`src/rtl/dmem_arbiter.sv`:
```
// dmem_arbiter: two-port arbiter/sequencer in front of a single-port data memory.
// Port 0 is the core load/store unit, port 1 the debug/DMA loader.
// Each accepted request takes one ACCESS cycle and then one RESP cycle.
// A new grant may issue during RESP, so back-to-back requests complete
// at one access every two cycles.
// Configuration macro: DMEM_ARB_FIXED_PRIO_EN. When it is defined, port 0 always
// wins simultaneous requests. When it is undefined (the default), simultaneous
// requests are granted round-robin.
module dmem_arbiter #(
  parameter int DATA_W    = 32,
  parameter int ADDR_W    = 32,
  parameter int MEM_WORDS = 64
) (
  input  logic              clk_i,
  input  logic              rst_ni,
  input  logic              req0_i,
  input  logic              req1_i,
  input  logic              we0_i,
  input  logic              we1_i,
  input  logic [ADDR_W-1:0] addr0_i,
  input  logic [ADDR_W-1:0] addr1_i,
  input  logic [DATA_W-1:0] wdata0_i,
  input  logic [DATA_W-1:0] wdata1_i,
  output logic              gnt0_o,
  output logic              gnt1_o,
  output logic              rvalid0_o,
  output logic              rvalid1_o,
  output logic [DATA_W-1:0] rdata0_o,
  output logic [DATA_W-1:0] rdata1_o,
  output logic              err0_o,
  output logic              err1_o,
  output logic              mem_read_o,
  output logic              mem_write_o,
  output logic [31:0]       mem_addr_o,
  output logic [DATA_W-1:0] mem_wdata_o,
  input  logic [DATA_W-1:0] mem_rdata_i
);

  localparam int IDX_W = $clog2(MEM_WORDS);

  localparam logic [1:0] IDLE   = 2'd0;
  localparam logic [1:0] ACCESS = 2'd1;
  localparam logic [1:0] RESP   = 2'd2;

  logic [1:0]        state_q, state_d;
  logic              rr_last_q, rr_last_d;
  logic              owner_q, owner_d;
  logic              we_q, we_d;
  logic              err_q, err_d;
  logic [IDX_W-1:0]  idx_q, idx_d;
  logic [DATA_W-1:0] wdata_q, wdata_d;
  logic [DATA_W-1:0] rdata0_q, rdata0_d;
  logic [DATA_W-1:0] rdata1_q, rdata1_d;

  logic              canGrant;
  logic              pick1;
  logic              anyGnt;
  logic              accessOk;
  logic [ADDR_W-1:0] selAddr;
  logic [DATA_W-1:0] capWord;

  // Grant selection: only in IDLE or RESP; pick1 means port 1 wins this cycle
  always_comb begin
    canGrant = (state_q == IDLE) || (state_q == RESP);
`ifdef DMEM_ARB_FIXED_PRIO_EN
    pick1 = canGrant & req1_i & ~req0_i;
`else
    pick1 = canGrant & req1_i & (~req0_i | ~rr_last_q);
`endif
    gnt1_o = pick1;
    gnt0_o = canGrant & req0_i & ~pick1;
    anyGnt = gnt0_o | gnt1_o;
  end

  // Next-state logic: FSM sequencing, request latching and read data capture
  always_comb begin
    state_d   = state_q;
    rr_last_d = rr_last_q;
    owner_d   = owner_q;
    we_d      = we_q;
    err_d     = err_q;
    idx_d     = idx_q;
    wdata_d   = wdata_q;
    rdata0_d  = rdata0_q;
    rdata1_d  = rdata1_q;
    selAddr   = pick1 ? addr1_i : addr0_i;
    accessOk  = (state_q == ACCESS) && !err_q;
    capWord   = (accessOk && !we_q) ? mem_rdata_i : '0;

    case (state_q)
      IDLE:    state_d = anyGnt ? ACCESS : IDLE;
      ACCESS:  state_d = RESP;
      RESP:    state_d = anyGnt ? ACCESS : IDLE;
      default: state_d = IDLE;
    endcase

    if (anyGnt) begin
      owner_d = pick1;
      we_d    = pick1 ? we1_i : we0_i;
      wdata_d = pick1 ? wdata1_i : wdata0_i;
      idx_d   = selAddr[IDX_W+1:2];
      err_d   = (|selAddr[1:0]) | (|selAddr[ADDR_W-1:IDX_W+2]);
`ifndef DMEM_ARB_FIXED_PRIO_EN
      rr_last_d = pick1;
`endif
    end

    if (state_q == ACCESS) begin
      if (owner_q) rdata1_d = capWord;
      else         rdata0_d = capWord;
    end
  end

  // State registers; reset drops any in-flight transaction
  always_ff @(posedge clk_i or negedge rst_ni) begin
    if (!rst_ni) begin
      state_q   <= IDLE;
      rr_last_q <= 1'b1;
      owner_q   <= 1'b0;
      we_q      <= 1'b0;
      err_q     <= 1'b0;
      idx_q     <= '0;
      wdata_q   <= '0;
      rdata0_q  <= '0;
      rdata1_q  <= '0;
    end else begin
      state_q   <= state_d;
      rr_last_q <= rr_last_d;
      owner_q   <= owner_d;
      we_q      <= we_d;
      err_q     <= err_d;
      idx_q     <= idx_d;
      wdata_q   <= wdata_d;
      rdata0_q  <= rdata0_d;
      rdata1_q  <= rdata1_d;
    end
  end

  // Output decode: memory strobes only in a legal ACCESS, completions in RESP
  always_comb begin
    mem_read_o  = accessOk & ~we_q;
    mem_write_o = accessOk & we_q;
    mem_addr_o  = (state_q == ACCESS) ? {{(32-IDX_W){1'b0}}, idx_q} : '0;
    mem_wdata_o = mem_write_o ? wdata_q : '0;
    rvalid0_o   = (state_q == RESP) & ~owner_q;
    rvalid1_o   = (state_q == RESP) & owner_q;
    err0_o      = rvalid0_o & err_q;
    err1_o      = rvalid1_o & err_q;
    rdata0_o    = rdata0_q;
    rdata1_o    = rdata1_q;
  end

endmodule

```
`config.mk`:
```
export PLATFORM = sky130hd
export DESIGN_NAME = dmem_arbiter
export DESIGN_NICKNAME = d
export VERILOG_FILES = /design/src/rtl/dmem_arbiter.sv
export SDC_FILE = /design/constraint.sdc
export NUM_CORES = 1
export LEC_CHECK = 0
export CAP_MARGIN = 15
export CORE_AREA = 2 2 117 119
export DETAILED_ROUTE_END_ITERATION = 8
export DIE_AREA = 0 0 119 121
export HOLD_SLACK_MARGIN = 0.02
export PLACE_DENSITY = 0.8
export SYNTH_ARGS = -nofsm -noshare
export SYNTH_HDL_FRONTEND = slang
export SYNTH_SLANG_ARGS = --single-unit
export TNS_END_PERCENT = 30
```
`constraint.sdc`:
```
create_clock -name clk_i -period 4.2 [get_ports clk_i]
set_input_delay 0.84 -clock clk_i [delete_from_list [all_inputs] [get_ports clk_i]]
set_output_delay 0.84 -clock clk_i [all_outputs]
set_load 0.02 [all_outputs]
```
==> run metrics <==
vias per inst 4.676; count of final setup violators 0; layout cells sized above 1 approximately 3.8%; hold endpoint idx_q[1]$_DFFE_PN0P_; RePlAce Congestion 0.8192; minimum clock period 3833 ps; Power Density 364.2 mW/mm2; required time of the critical path 3360 ps; worst r2r src state_q[0]$_DFF_PN0_; post-route clock skew 8.897 ps; Seq/Total Area, Yosys 54.31%; RSZ-0062 raised after global routing false; Die Width around 120 um; vias post-DR about 4500; crit path max fanout 33; initial antenna violation count 0; routed length per instance 15.16 um; HP Class reg2reg; worst slew pin tran 1129 ps; area growth from synthesis to layout 61.90%; Pre-antenna DRT Iters 4; # placed instances 944; Post-layout nets 946; Max Cap Viol 0; area of the multi-input gates 0.002023 mm2; sequential cell area 0.002704 mm2; Starting DRT DRC Count 299; Num CTS Buffers 9; Crit Path Class reg2out; Data arrival, critical path around 3000 ps; worst vdd ir 0.2503 mV; slowest CP cell and3b_1; Fillers 1036; worst reg2reg path depth 3; WL final 14.57 mm; global-route wire length before repair 22.56 mm; vias in the first global route 4491; CP peak stage delay 880 ps; fmax 260.9 MHz; Synth Area per Inst 9.537 um2; # clock sinks 108; Hold Crit Start idx_q[1]$_DFFE_PN0P_; Hold Vio Cnt, Final 0; Root Driver clkbuf_16; gr usage total 19.96%; crit path from state_q[0]$_DFF_PN0_; Ys Warns 0; Max Root-Sink Buffers 2; setup bufs post-CTS 0; Starting Density 38.05%; Yosys reg bits 108; TNS Setup 0 ps; die height 121 um; Hold Buf Count CTS 0; most frequent cells in the layout 274 x clkdlybuf4s50_1, 137 x nand2_1, 107 x dfrtp_1; period utilization 91.27%; most common cell after layout, fill and taps aside clkdlybuf4s50_1; status finished clean; post-cts gate resize count 0; die outline area 0.01440 mm2; Overflow after GRT 0; post-route ant nets 0; row count 42; TritonCTS clock tree yes; Leakage 3.320 nW; Cell variety after synth 27; largest net degree at the start of global routing 84; synthesized instance count between 500 and 600; Port Buffers 275; Slew headroom 24.47%; critical path, cell by cell and2b_1 > and3b_1 > and2_1 > clkdlybuf4s50_1; H-Tree Depth 3; # diodes 0; Min-Delay Path Depth 2; Slew Viols, Final 0; # IOs 302; DP HPWL around 11 mm; worst reg2reg setup slack 2040 ps; worst reg2reg endpoint rdata1_o[0]$_DFFE_PN0P_; CTS clock-pin slew for the worst setup and hold paths 80 ps; post-synthesis cell area 0.004979 mm2; CP Launch Type register; Residual DRC 0; Cell Count, Final, Fillers Out 961; Core Footprint 0.01309 mm2; Clock Latency Late Sink 340 ps; crit path capture type output port
-- registers in the layout, summed over array words and instances, names as in the netlist --
register	cells
wdata_q	32
err_q	1
idx_q	6
rdata0_o	32
owner_q	1
rdata1_o	32
state_q	2
we_q	1
rr_last_q	1
-- per-stage QoR --
step,power [mW],utilization [%],hold WS (ps),cell area (um2),worst slack [ps]
after floorplan,1.701,-,441.8,5072,1546
after global placement,2.109,59.23,452.8,7750,860.9
after detailed placement,2.127,59.23,464.5,7750,728.2
after CTS,2.954,61.45,479.6,8040,339.4
after global routing,3.080,61.60,507.3,8060,204.0
final,2.936,61.60,472.8,8060,366.5
-- kinds of logic (layout without fill, tap and decap cells) --
family,after synthesis,after routing,share of synthesized area [%]
compound gates,108,108,11.11
buf+inv,62,300,7.514
flops,108,108,54.31
mux,39,39,7.841
other cells,1,26,0.07532
simple gates,204,204,19.15
-- power breakdown --
part / leakage [nW] / internal, mW / switching [mW] / total, mW
Combinational: 1.76 / 0.403 / 0.413 / 0.816
Clock: 0.141 / 0.419 / 0.408 / 0.827
Sequential: 1.42 / 1.19 / 0.0987 / 1.29
-- worst max-delay path by stage --
stage | to | slack [ps] | depth (start not counted)
final | mem_wdata_o[4] | 370 | 4
after global placement | mem_wdata_o[21] | 860 | 4
after CTS | mem_wdata_o[4] | 340 | 4
after floorplan | gnt0_o | 1550 | 5
after detailed placement | mem_wdata_o[4] | 730 | 4
after global routing | mem_wdata_o[17] | 200 | 4
-- cells in the mapped netlist --
master    count  area (um2)
dfstp_2       1       26.28
clkbuf_1     24       90.09
nand2_1     138       518.0
and3b_1       2       17.52
nand4_1       1       6.260
nor4_1       10       62.56
conb_1        1       3.750
dfrtp_1     107        2678
mux2i_1      39       390.4
buf_6         3       33.78
inv_1         2       7.510
o21bai_1      1       7.510
nand2b_1      1       6.260
o31ai_1       1       7.510
or4_1         3       22.52
buf_2         2       10.01
and2b_1       1       7.510
nor2_1        3       11.26
buf_4        31       232.7
a21o_1        2       15.01
nor3b_4       1       18.77
o21ai_1      58       290.3
a211oi_1      1       7.510
and4_1        2       17.52
nor3b_1       2       15.01
and2_1       40       250.2
o21ai_0      45       225.2
-- layer usage --
| layer | vias to the layer above | routed length (um) | track usage [%] | part of all wire, % |
|---|---|---|---|---|
| li1 | 2201 | - | - | - |
| met1 | 2061 | 6203 | 24.74 | 43 |
| met2 | 214 | 6895 | 33.55 | 47 |
| met3 | 18 | 1202 | 5.921 | 8.3 |
| met4 | 0 | 267 | 6.399 | 1.8 |
| met5 | - | 0 | 0 | 0 |
-- final cells by class --
type	count	area share (%)
timing repair buffer	282	34.93
sequential	108	33.55
multi-input combinational	377	25.10
clock buffer	9	2.794
tap	176	2.732
clock inverter	7	0.8072
inverter	2	0.09314
-- critical path, delay by kind of cell (launching register included) --
family        cells  cell delay [ps]
buf+inv           1              620
flops             1              500
simple gates      3             1530
(Power assumes the default switching activity.)
